<file path="config.mk">
export PLATFORM = sky130hd
export DESIGN_NAME = mips_lsu
export DESIGN_NICKNAME = d
export VERILOG_FILES = /design/src/rtl/mips_lsu.sv
export SDC_FILE = /design/constraint.sdc
export NUM_CORES = 1
export LEC_CHECK = 0
export ABC_CLOCK_PERIOD_IN_PS = 2800
export CAP_MARGIN = 20
export CELL_PAD_IN_SITES_DETAIL_PLACEMENT = 0
export CELL_PAD_IN_SITES_GLOBAL_PLACEMENT = 1
export CORE_UTILIZATION = 33
export DETAILED_ROUTE_END_ITERATION = 6
export GPL_TIMING_DRIVEN = 0
export PLACE_DENSITY_LB_ADDON = 0.25
export SKIP_CTS_REPAIR_TIMING = 1
export SLEW_MARGIN = 10
export SYNTH_ARGS = -nofsm -noshare
export SYNTH_HDL_FRONTEND = slang
export SYNTH_SLANG_ARGS = --single-unit
</file>
<file path="constraint.sdc">
create_clock -name clk -period 2.8 [get_ports clk]
set_input_delay 0.56 -clock clk [delete_from_list [all_inputs] [get_ports clk]]
set_output_delay 0.56 -clock clk [all_outputs]
set_load 0.005 [all_outputs]
</file>
<file path="src/rtl/mips_lsu.sv">
// -----------------------------------------------------------------------------
// mips_lsu
//   MEM-stage load/store unit. Takes the ALU result as effective address and rt
//   as store data. Each access becomes one single-beat req/ack transaction on the
//   data-memory bus. Load data is sign- or zero-extended for writeback.
//   Misaligned/illegal accesses and bus timeouts are reported with the
//   completion pulse.
//
// Parameters
//   TIMEOUT_CYCLES : max REQ cycles without mem_ack before a bus error (0 = off)
//   CNT_WIDTH      : timeout counter width, 2**CNT_WIDTH > TIMEOUT_CYCLES
//
// Ports
//   clk, rst              : clock, synchronous active-high reset
//   op_valid              : memory op present in MEM this cycle
//   mem_read, mem_write   : load / store request
//   size                  : 00 byte, 01 half, 10 word, 11 illegal
//   load_unsigned         : 1 zero-extends loads, 0 sign-extends
//   addr, store_data      : effective address, rt value
//   mem_req, mem_we       : bus request, write strobe
//   mem_addr              : word-aligned bus address
//   mem_be                : byte enables, bit k = lane k (little-endian)
//   mem_wdata             : lane-replicated store data
//   mem_rdata, mem_ack    : bus read data, transaction complete
//   load_data             : extended load result (held until next load)
//   done                  : one-cycle completion pulse
//   stall                 : holds the upstream pipeline
//   exc, exc_code         : exception flag/code, valid only with done
// -----------------------------------------------------------------------------
module mips_lsu #(
    parameter int TIMEOUT_CYCLES = 64,
    parameter int CNT_WIDTH      = 8
) (
    input  logic        clk,
    input  logic        rst,
    input  logic        op_valid,
    input  logic        mem_read,
    input  logic        mem_write,
    input  logic [1:0]  size,
    input  logic        load_unsigned,
    input  logic [31:0] addr,
    input  logic [31:0] store_data,
    output logic        mem_req,
    output logic        mem_we,
    output logic [31:0] mem_addr,
    output logic [3:0]  mem_be,
    output logic [31:0] mem_wdata,
    input  logic [31:0] mem_rdata,
    input  logic        mem_ack,
    output logic [31:0] load_data,
    output logic        done,
    output logic        stall,
    output logic        exc,
    output logic [1:0]  exc_code
);

    typedef enum logic [1:0] {
        S_IDLE = 2'd0,
        S_REQ  = 2'd1,
        S_DONE = 2'd2
    } state_t;

    localparam logic [1:0] SZ_BYTE = 2'b00;
    localparam logic [1:0] SZ_HALF = 2'b01;
    localparam logic [1:0] SZ_WORD = 2'b10;

    localparam logic [1:0] EXC_NONE    = 2'b00;
    localparam logic [1:0] EXC_ALIGN   = 2'b01;
    localparam logic [1:0] EXC_TIMEOUT = 2'b10;

    // The timeout fires in the REQ cycle whose count equals TIMEOUT_CYCLES-1,
    // so mem_req is high for exactly TIMEOUT_CYCLES cycles.
    localparam bit                   TO_EN   = (TIMEOUT_CYCLES != 0);
    localparam logic [CNT_WIDTH-1:0] TO_LAST =
        CNT_WIDTH'((TIMEOUT_CYCLES > 0) ? TIMEOUT_CYCLES - 1 : 0);

    state_t               state;
    logic [CNT_WIDTH-1:0] cnt;
    logic [1:0]           size_q;
    logic [1:0]           lsb_q;
    logic                 uns_q;

    logic        accept;
    logic        illegal;
    logic        timeout_hit;
    logic [3:0]  be_next;
    logic [31:0] wdata_next;
    logic [7:0]  byte_sel;
    logic [15:0] half_sel;
    logic [31:0] rdata_ext;

    assign accept  = op_valid & (mem_read | mem_write);
    assign illegal = (mem_read & mem_write)
                   | (size == 2'b11)
                   | ((size == SZ_WORD) && (addr[1:0] != 2'b00))
                   | ((size == SZ_HALF) && addr[0]);

    assign timeout_hit = TO_EN && (cnt == TO_LAST);

    // Stall is combinational on op_valid in IDLE so the very first cycle of an
    // access already freezes EX; it is never asserted in DONE.
    assign stall = ((state == S_IDLE) && accept) || (state == S_REQ);

    // Byte enables and replicated store data for the incoming access.
    always_comb begin
        // NOTE: every always_comb output gets a default first so no path can
        // leave it unassigned and infer a latch.
        be_next    = 4'b0000;
        wdata_next = store_data;
        case (size)
            SZ_BYTE: begin
                be_next    = 4'b0001 << addr[1:0];
                wdata_next = {4{store_data[7:0]}};
            end
            SZ_HALF: begin
                be_next    = addr[1] ? 4'b1100 : 4'b0011;
                wdata_next = {2{store_data[15:0]}};
            end
            SZ_WORD: begin
                be_next    = 4'b1111;
                wdata_next = store_data;
            end
            default: ;
        endcase
    end

    // Lane extraction and extension of read data, using the access shape
    // captured at accept time.
    always_comb begin
        byte_sel  = 8'h00;
        half_sel  = lsb_q[1] ? mem_rdata[31:16] : mem_rdata[15:0];
        rdata_ext = mem_rdata;
        case (lsb_q)
            2'd0:    byte_sel = mem_rdata[7:0];
            2'd1:    byte_sel = mem_rdata[15:8];
            2'd2:    byte_sel = mem_rdata[23:16];
            default: byte_sel = mem_rdata[31:24];
        endcase
        case (size_q)
            SZ_BYTE: rdata_ext = {{24{~uns_q & byte_sel[7]}}, byte_sel};
            SZ_HALF: rdata_ext = {{16{~uns_q & half_sel[15]}}, half_sel};
            default: rdata_ext = mem_rdata;
        endcase
    end

    // Control FSM with registered bus and completion outputs.
    always_ff @(posedge clk) begin
        // NOTE: sequential state uses non-blocking assignments only, so every
        // register samples pre-edge values regardless of statement order.
        if (rst) begin
            // NOTE: the bus/data registers are reset too; a reset mid-transaction
            // must leave a clean, deterministic bus.
            state     <= S_IDLE;
            cnt       <= '0;
            size_q    <= SZ_BYTE;
            lsb_q     <= 2'b00;
            uns_q     <= 1'b0;
            mem_req   <= 1'b0;
            mem_we    <= 1'b0;
            mem_addr  <= 32'h0;
            mem_be    <= 4'b0000;
            mem_wdata <= 32'h0;
            load_data <= 32'h0;
            done      <= 1'b0;
            exc       <= 1'b0;
            exc_code  <= EXC_NONE;
        end else begin
            case (state)
                S_IDLE: begin
                    // A late mem_ack arriving here is ignored.
                    if (accept) begin
                        if (illegal) begin
                            // No bus cycle: report on the very next cycle.
                            state    <= S_DONE;
                            done     <= 1'b1;
                            exc      <= 1'b1;
                            exc_code <= EXC_ALIGN;
                        end else begin
                            state     <= S_REQ;
                            cnt       <= '0;
                            mem_req   <= 1'b1;
                            mem_we    <= mem_write;
                            mem_addr  <= {addr[31:2], 2'b00};
                            mem_be    <= be_next;
                            mem_wdata <= wdata_next;
                            size_q    <= size;
                            lsb_q     <= addr[1:0];
                            uns_q     <= load_unsigned;
                        end
                    end
                end

                S_REQ: begin
                    // Ack beats a timeout in the same cycle.
                    if (mem_ack) begin
                        state   <= S_DONE;
                        mem_req <= 1'b0;
                        done    <= 1'b1;
                        if (!mem_we) begin
                            load_data <= rdata_ext;
                        end
                    end else if (timeout_hit) begin
                        state    <= S_DONE;
                        mem_req  <= 1'b0;
                        done     <= 1'b1;
                        exc      <= 1'b1;
                        exc_code <= EXC_TIMEOUT;
                    end else begin
                        cnt <= cnt + 1'b1;
                    end
                end

                S_DONE: begin
                    state    <= S_IDLE;
                    done     <= 1'b0;
                    exc      <= 1'b0;
                    exc_code <= EXC_NONE;
                end

                default: begin
                    state   <= S_IDLE;
                    mem_req <= 1'b0;
                    done    <= 1'b0;
                    exc     <= 1'b0;
                end
            endcase
        end
    end

endmodule

</file>
Word level (Yosys, flattened, before mapping). Cells that the tools add are included.

Flip-flop bits (word level): 119. Bits in latches: 0. Bits in writable memories: 0. Memory bits (read-only): 0. Input port bits: 105. Output and inout bits: 107. Memories kept: 0.

Add/subtract/negate cells: 1. Multiply operators: 0. Divide/modulo/power cells: 0. $lt $le $gt $ge: 0. Equality and inequality tests: 16. Shift-type cells: 1. Muxes and demuxes: 32. Bitwise gates (word level): 12. Reduce and logical (&&, ||, !) cells: 19.

Operators by type and width (number): 32-bit case mux with 2 select lines (2); 8-bit 2-to-1 mux (4); 8-bit case mux with 3 select lines (1); 16-bit 2-to-1 mux (1); 8-bit case mux with 2 select lines (1); 2-bit 2-to-1 mux (7); 2-bit inequality test, second input constant (6); 4-bit case mux with 3 select lines (1); 5-bit AND reduction (2); 1-bit 2-to-1 mux (9); 3-bit AND reduction (3); 8-bit by 1-bit adder with 8-bit output, second input constant (1); 2-bit by 1-bit equality test with 1-bit output, second input constant (4); 2-bit equality test, second input constant (4); 8-bit by 6-bit equality test with 1-bit output, second input constant (1); 2-bit zero test (4); 4-bit AND reduction (2); 2-bit case mux with 3 select lines (1); 1-bit bitwise AND (4); 4-bit 2-to-1 mux (1); 1-bit inverter (4); 1-bit bitwise OR (4); 1-bit case mux with 2 select lines (2); 2-bit case mux with 2 select lines (1); 8 further kinds (11).

Depth between registers and ports, before layout. Gate-level depths: netlist (run 1).

Depth in word-level cells: 7. Depth in mapped cells: 9.

Worst setup path after synthesis (run 1). Ideal clock, no wire load.

Kind: input to register. From: in size[0]. To: reg cnt[0]. Library setup time: 115 ps. Data arrival time: 1879 ps. Required time: 2685 ps. Slack: 806 ps. Stages on the path: 6. Path buffers: 2. Cells stage by stage: clkbuf_1 -> or3_1 -> a221oi_4 -> a21oi_1 -> clkbuf_1 -> and2_1.

Longest elaborated chain between the ends: 6. Elaborated cells on any way between the ends: 10. Classes of those cells: eq/ne (4); bitwise (3); reduce/logical (3).

Ends and longest elaborated chain: start: declaration (RTL line 39) `input logic [1:0] size,`; 2-bit equality test (on tied branches) (RTL line 94, 95); 1-bit bitwise OR or 1-bit logical AND (tied branches) (RTL line 94, 95); 1-bit bitwise OR (RTL line 95) `| ((size == SZ_WORD) && (addr[1:0] != 2'b00))`; 1-bit bitwise OR (*) (RTL line 96) `| ((size == SZ_HALF) && addr[0]);`; 2-bit inequality test (no source line) (*); 5-bit AND reduction (no source line) (*); end signal: assignment (RTL line 209) `cnt <= cnt + 1'b1;`; end: declaration (RTL line 78) `logic [CNT_WIDTH-1:0] cnt;`.

Every way passes the cells marked *; elsewhere a longest branch is shown, timed or not. A chain may end at the register's enable or synchronous reset.

Worst setup path after layout (run 1).
From: reg state[1]. To: out stall.

Longest elaborated chain between the ends: 3. Elaborated cells on any way between the ends: 4. Classes of those cells: eq/ne (1); reduce/logical (3).

Ends and longest elaborated chain: start: declaration (RTL line 77) `state_t state;`; start signal: assignment (RTL line 153) `state <= S_IDLE;`; start signal: assignment (RTL line 174) `state <= S_DONE;`; start signal: assignment (RTL line 179) `state <= S_REQ;`; 2-bit zero test (RTL line 102) `assign stall = ((state == S_IDLE) && accept) || (state == S_REQ);`; 1-bit logical AND (RTL line 102); 1-bit logical OR (*) (RTL line 102); end: declaration (RTL line 52) `output logic stall,`.

Marks and branches as above.

==> impl_metrics.py, run 1 <==
metrics = {
    "grt": {
        "overflow": 0,
        "via_count_of_the_first_global_routing_pass": 5396,
        "grt_max_degree": 17,
        "global_route_wire_length_before_repair_microns": 28500,
        "initial_antenna_violation_count": 1,
        "groute.usage.overall": 0.224,
    },
    "pwr": {
        "cellPowerDensity_mw_per_mm2": 595,
        "p_sw_frac": 0.247,
        "p_seq_frac": 0.366,
        "power.share.clock": 0.483,
        "net_switching_w": 0.00123,
        "irDropWorstVdd_v": 0.000431,
        "leakage_nw": 2.97,
        "internal_power_w": 0.00375,
        "comb_power_share": 0.151,
    },
    "yosys": {
        "ys_seq_area_frac": 0.445,
        "synth_warnings": 0,
        "synth_edf_count": 0,
        "primary_flip_flop_cell_chosen_by_synthesis_mapping": "dfxtp_1",
        "synth.ff_latch_count": 119,
        "synthCells": 676,
        "synthArstFlopShare": 0,
        "syn-mean-instance-area_sq_um": 7.92,
        "yosys.cell_types.count": 44,
        "area_of_the_mapped_netlist_sq_mm": 0.00535,
    },
    "worst_setup_path": {
        "cp_class": "flop to output port",
        "critical_path_peak_fanout": 9,
        "cp.required_ps": 2240,
        "critPathCaptureType": "output port",
        "arrival_time_at_the_worst_endpoint_ps": 2010,
        "startpoint_type": "flop",
    },
    "routing": {
        "post_drt_via_cell_ratio": 4.96,
        "detail_route.drc_violations": 0,
        "via_count": 5621,
        "routedWlPerCell_microns": 16.2,
        "drt_iter0_drc": 326,
        "dr.pass1.iters": 5,
        "route.final.wire_length_microns": 18300,
        "antenna_left": 0,
    },
    "finish": {
        "n_antenna_cell": 0,
        "final_cell_mix": "208 x clkdlybuf4s50_1, 171 x nand2_1, 119 x dfxtp_1",
        "final_layout_size_suffix_gt1_frac": 0.0622,
        "most_common_cell_after_layout_fill_and_taps_aside": "clkdlybuf4s50_1",
        "synthToLayoutAreaGrowth_pct": 56.3,
        "layoutNonFillerInstCount": 1133,
        "fin_nets": 1014,
    },
    "timing": {
        "finalMaxSlewViolations": 0,
        "fin_worst_hold_slack_ps": 448,
        "finalHoldViolCount": 0,
        "min_period_over_period": 0.917,
        "slew_at_the_pin_with_the_worst_max_slew_slack_ps": 784,
        "setup_viol": 0,
        "slew_headroom": 0.477,
        "final_period_minus_worst_setup_slack_ps": 2570,
        "fin_worst_skew_ps": 5.37,
        "maxClockFrequency_mhz": 389,
        "setup_repair_after_global_routing_missed_its_margin": "false",
    },
    "clocking": {
        "root_buffer": "clkbuf_16",
        "htreeDepth": 4,
        "cts_made_buffers": 17,
        "clk_pin_slew_worst_paths_ps": 60,
        "clock-sinks": 119,
        "clock_path_buffers": 2,
        "cts_tree": "done",
        "worstSkewPairLatency_ps": 420,
    },
    "place": {
        "gp_routability_congestion": 0.850,
        "detailed_place_hpwl_microns": 13900,
        "dp.cells": 1101,
        "io_buffers": 208,
    },
    "run": {
        "maxCapViolations": 0,
    },
    "floorplanning": {
        "initial_core_util": 0.337,
        "floorplan.core_area_sq_mm": 0.0159,
        "die_height_microns": 129,
        "io_pins": 212,
        "die_area_sq_mm": 0.0167,
        "floorplan.die.width_microns": 129,
        "std_cell_rows": 46,
    },
    "hold_path": {
        "worst_hold_path_type": "flop to flop",
    },
    "status": {
        "outcome": "finished clean",
    },
}
[sequential cells by signal, summed over array words and instances (netlist names)]
| signal | flops |
|---|---|
| exc | 1 |
| mem_addr | 30 |
| done | 1 |
| lsb_q | 2 |
| exc_code | 2 |
| state | 2 |
| uns_q | 1 |
| mem_wdata | 32 |
| size_q | 2 |
| cnt | 8 |
| mem_we | 1 |
| mem_be | 4 |
| mem_req | 1 |
| load_data | 32 |
[cells in the mapped netlist (2+ instances only)]
master	number	area [sq um]
a2bb2oi_1	3	26.3
nand4_1	4	25.0
mux2i_1	24	240
clkbuf_1	37	139
nor3_1	10	50.1
a21o_1	6	45.0
mux2_2	3	33.8
a22oi_1	11	82.6
a211oi_1	37	278
nand2_1	171	642
o2111ai_1	4	35.0
o21bai_1	5	37.5
nor2b_1	5	31.3
ha_1	5	62.6
nand2b_1	10	62.6
o211ai_1	4	30.0
a31oi_1	2	12.5
a311oi_1	8	70.1
nand3_1	7	35.0
nor2_1	61	229
buf_4	5	37.5
and3_1	4	25.0
or2_2	2	12.5
buf_2	11	55.1
and2_1	2	12.5
dfxtp_1	119	2380
o21ai_0	25	125
a21oi_1	67	335
inv_1	9	33.8
[cell families after synthesis]
logic type / after synthesis / share of synthesized area
adders and majority gates: 5 / 0.0117
DFF: 119 / 0.445
AOI/OAI and AO/OA: 179 / 0.219
other: 1 / 0.000700
muxes: 28 / 0.0554
and+or+nand+nor: 281 / 0.217
xor gates and xnor gates: 1 / 0.00164
buffers and inverters: 62 / 0.0495
[path summary, 6_finish.rpt]
check	startpoint	end	slack, ps	cells after the start
max	state[1]	stall	230	5
max reg2reg	state[1]	load_data[12]	360	7
min reg2reg	mem_be[3]	mem_be[3]	450	2
min	mem_be[3]	mem_be[3]	450	2
[through the flow]
step | total power [W] | setup TNS, ps | util | instance area [sq um] | setup WS (ps)
final | 0.00497 | 0 | 0.527 | 8370 | 232
after global routing | 0.00518 | 0 | 0.527 | 8370 | 72.2
after CTS | 0.00502 | -60.4 | 0.526 | 8360 | -60.4
after detailed placement | 0.00260 | -1960 | 0.485 | 7710 | -93.4
after global placement | 0.00259 | -7.51 | 0.485 | 7710 | -7.51
after floorplan | 0.00218 | 0 | - | 5360 | 806
[worst max-delay path, cell delays in order, from the launching register on]
cell             delay, ps
dfxtp_1                340
inv_1                   90
ha_1                   360
o211ai_1               170
nand2_1                120
clkdlybuf4s50_1        500
[power by group through the flow]
stage / clock network (W) / registers, W / logic, W
floorplan: 0 / 0.00186 / 0.000328
global placement: 0 / 0.00185 / 0.000736
detailed placement: 0 / 0.00186 / 0.000745
CTS: 0.00245 / 0.00182 / 0.000749
global route: 0.00253 / 0.00183 / 0.000823
finish: 0.00240 / 0.00182 / 0.000750
[per-layer routing]
metal | up-vias | GRT usage | share of wire
met2 | 182 | 0.370 | 0.48
li1 | 2787 | - | -
met1 | 2631 | 0.277 | 0.43
met4 | 0 | 0.0740 | 0.014
met3 | 21 | 0.0677 | 0.071
met5 | - | 0 | 0
[cell type report]
| class | instances | area [sq um] |
|---|---|---|
| Timing Repair Buffer | 209 | 2090 |
| Clock inverter | 15 | 226 |
| Inverter | 9 | 33.8 |
| Tap cell | 216 | 270 |
| Clock buffer | 17 | 425 |
| Buffer | 52 | 228 |
| Sequential cell | 119 | 2380 |
| Multi-Input combinational cell | 496 | 2710 |
| Fill cell | 1572 | 7520 |
(Power assumes the default switching activity.)
==> run 2, diff against run 1 <==
--- a/constraint.sdc
+++ b/constraint.sdc
@@ -3,2 +3,2 @@
 set_output_delay 0.56 -clock clk [all_outputs]
-set_load 0.005 [all_outputs]
+set_load 0.1 [all_outputs]
==> impl_metrics.py, run 2 (synthesis gave the netlist of run 1 again) <==
metrics = {
    "grt": {
        "overflow": 0,
        "grt_max_degree": 17,
        "initial_antenna_violation_count": 1,
        "groute.usage.overall": 0.224,
        "global_route_wire_length_before_repair_microns": 28500,
        "via_count_of_the_first_global_routing_pass": 5396,
    },
    "hold_path": {
        "min_path_cells": 2,
        "worst_hold_path_type": "flop to flop",
    },
    "clocking": {
        "clock_path_buffers": 2,
        "root_buffer": "clkbuf_16",
        "worstSkewPairLatency_ps": 420,
        "cts_made_buffers": 17,
        "clock-sinks": 119,
        "clk_pin_slew_worst_paths_ps": 60,
        "cts_tree": "done",
        "htreeDepth": 4,
    },
    "floorplanning": {
        "io_pins": 212,
        "std_cell_rows": 46,
        "die_area_sq_mm": 0.0167,
        "initial_core_util": 0.337,
        "floorplan.core_area_sq_mm": 0.0159,
        "floorplan.die.width_microns": 129,
        "die_height_microns": 129,
    },
    "place": {
        "gp_routability_congestion": 0.850,
        "io_buffers": 208,
        "place_worst_setup_slack_ps": -566,
        "detailed_place_hpwl_microns": 13900,
    },
    "finish": {
        "fin_nets": 1013,
        "final_cell_mix": "207 x clkdlybuf4s50_1, 171 x nand2_1, 119 x dfxtp_1",
        "regArea_sq_mm": 0.00238,
        "final_layout_size_suffix_gt1_frac": 0.0622,
        "final.fill_count": 1573,
        "synthToLayoutAreaGrowth_pct": 56.1,
        "multi_input_comb_area_sq_mm": 0.00271,
        "most_common_cell_after_layout_fill_and_taps_aside": "clkdlybuf4s50_1",
        "n_antenna_cell": 0,
        "biggestRegsByFlops": "load_data: 32 flops, mem_wdata: 32 flops, mem_addr: 30 flops",
    },
    "routing": {
        "post_drt_via_cell_ratio": 4.98,
        "routedWlPerCell_microns": 16.2,
        "detail_route.drc_violations": 0,
        "route.layer.met1.wl_microns": 7890,
        "route.final.wire_length_microns": 18400,
        "dr.pass1.iters": 5,
        "met3RoutedLength_microns": 1350,
        "drt_iter0_drc": 307,
        "maxUsedRoutingLayer": "met4",
        "via_count": 5639,
        "met2_length_microns": 8870,
        "antenna_left": 0,
    },
    "timing": {
        "setup_repair_after_global_routing_missed_its_margin": "false",
        "setup_viol": 0,
        "min_period_over_period": 0.931,
        "finalMaxSlewViolations": 0,
        "fin_worst_skew_ps": 5.43,
        "maxClockFrequency_mhz": 384,
        "tns_ps": 0,
        "finalHoldViolCount": 0,
        "final_period_minus_worst_setup_slack_ps": 2610,
        "slew_headroom": 0.311,
        "slew_at_the_pin_with_the_worst_max_slew_slack_ps": 1030,
        "final_critical_path_setup_slack_ps": 193,
    },
    "worst_setup_path": {
        "startpoint_type": "input port",
        "crit_path_cell_trace": "clkdlybuf4s50_1 > o211ai_1 > nand2_1 > clkbuf_4",
        "cp_top_family": "buffers and inverters",
        "critical-path-max-stage-delay_ps": 580,
        "critical_path_cell_count": 4,
        "critical_path_peak_fanout": 6,
        "critical_path.slowest_cell": "clkdlybuf4s50_1",
        "r2r_cells": 7,
        "path_buf_inv": 2,
        "cp.required_ps": 2240,
        "arrival_time_at_the_worst_endpoint_ps": 2050,
        "cp_class": "input port to output port",
        "critPathCaptureType": "output port",
    },
    "pwr": {
        "p_seq_frac": 0.331,
        "power.total_w": 0.00549,
        "net_switching_w": 0.00175,
        "power.share.clock": 0.438,
        "internal_power_w": 0.00374,
        "p_sw_frac": 0.318,
        "comb_power_share": 0.230,
        "leakage_nw": 2.97,
        "irDropWorstVdd_v": 0.000435,
        "cellPowerDensity_mw_per_mm2": 657,
    },
    "run": {
        "maxCapViolations": 0,
    },
    "status": {
        "outcome": "finished clean",
    },
}
==> run 2: cell count changes in the layout (fill, tap and decap cells not counted) <==
cell,delta
clkdlybuf4s50_1,-1
buf_4,-1
clkbuf_4,+1
==> run 2: final timing paths <==
check	startpoint	end	slack (ps)
setup / recovery	mem_write	stall	190
setup reg to reg	state[1]	load_data[26]	380
hold reg to reg	mem_be[3]	mem_be[3]	450
hold / removal	mem_be[3]	mem_be[3]	450
==> run 2: worst register-to-register path, delay by kind of cell, from the launching register on <==
family,cells,cell delay [ps]
AO/OA/AOI/OAI,1,250
AND/OR/NAND/NOR,3,880
flip-flops,1,340
adder cells (fa/ha/maj),1,290
buffers and inverters,2,550
==> run 2: area by class of cell <==
type | instances | share of cell area
Buffer | 52 | 0.0273
Multi-Input combinational cell | 496 | 0.324
Clock buffer | 17 | 0.0509
Tap cell | 216 | 0.0323
Sequential cell | 119 | 0.285
Inverter | 9 | 0.00404
Clock inverter | 15 | 0.0271
Timing Repair Buffer | 208 | 0.249
==> run 2: per-stage QoR <==
step	area [sq um]	util	std cells	hold slack, ps
floorplan	5360	-	677	442
global placement	7710	0.485	1101	440
detailed placement	7710	0.485	1101	442
CTS	8360	0.526	1133	450
global route	8360	0.526	1132	468
finish	8360	0.526	1132	448
==> run 2: power groups by stage <==
| stage | Sequential (W) | Combinational, W | Clock, W |
|---|---|---|---|
| final | 0.00182 | 0.00126 | 0.00241 |
| after global routing | 0.00183 | 0.00134 | 0.00253 |
| after detailed placement | 0.00186 | 0.00126 | 0 |
| after floorplan | 0.00234 | 0.000356 | 0 |
| after global placement | 0.00185 | 0.00125 | 0 |
| after CTS | 0.00182 | 0.00127 | 0.00245 |
==> run 2: per-layer routing <==
metal | track usage | vias up
li1 | - | 2787
met1 | 0.277 | 2639
met2 | 0.370 | 192
met3 | 0.0677 | 21
met4 | 0.0740 | 0
met5 | 0 | -
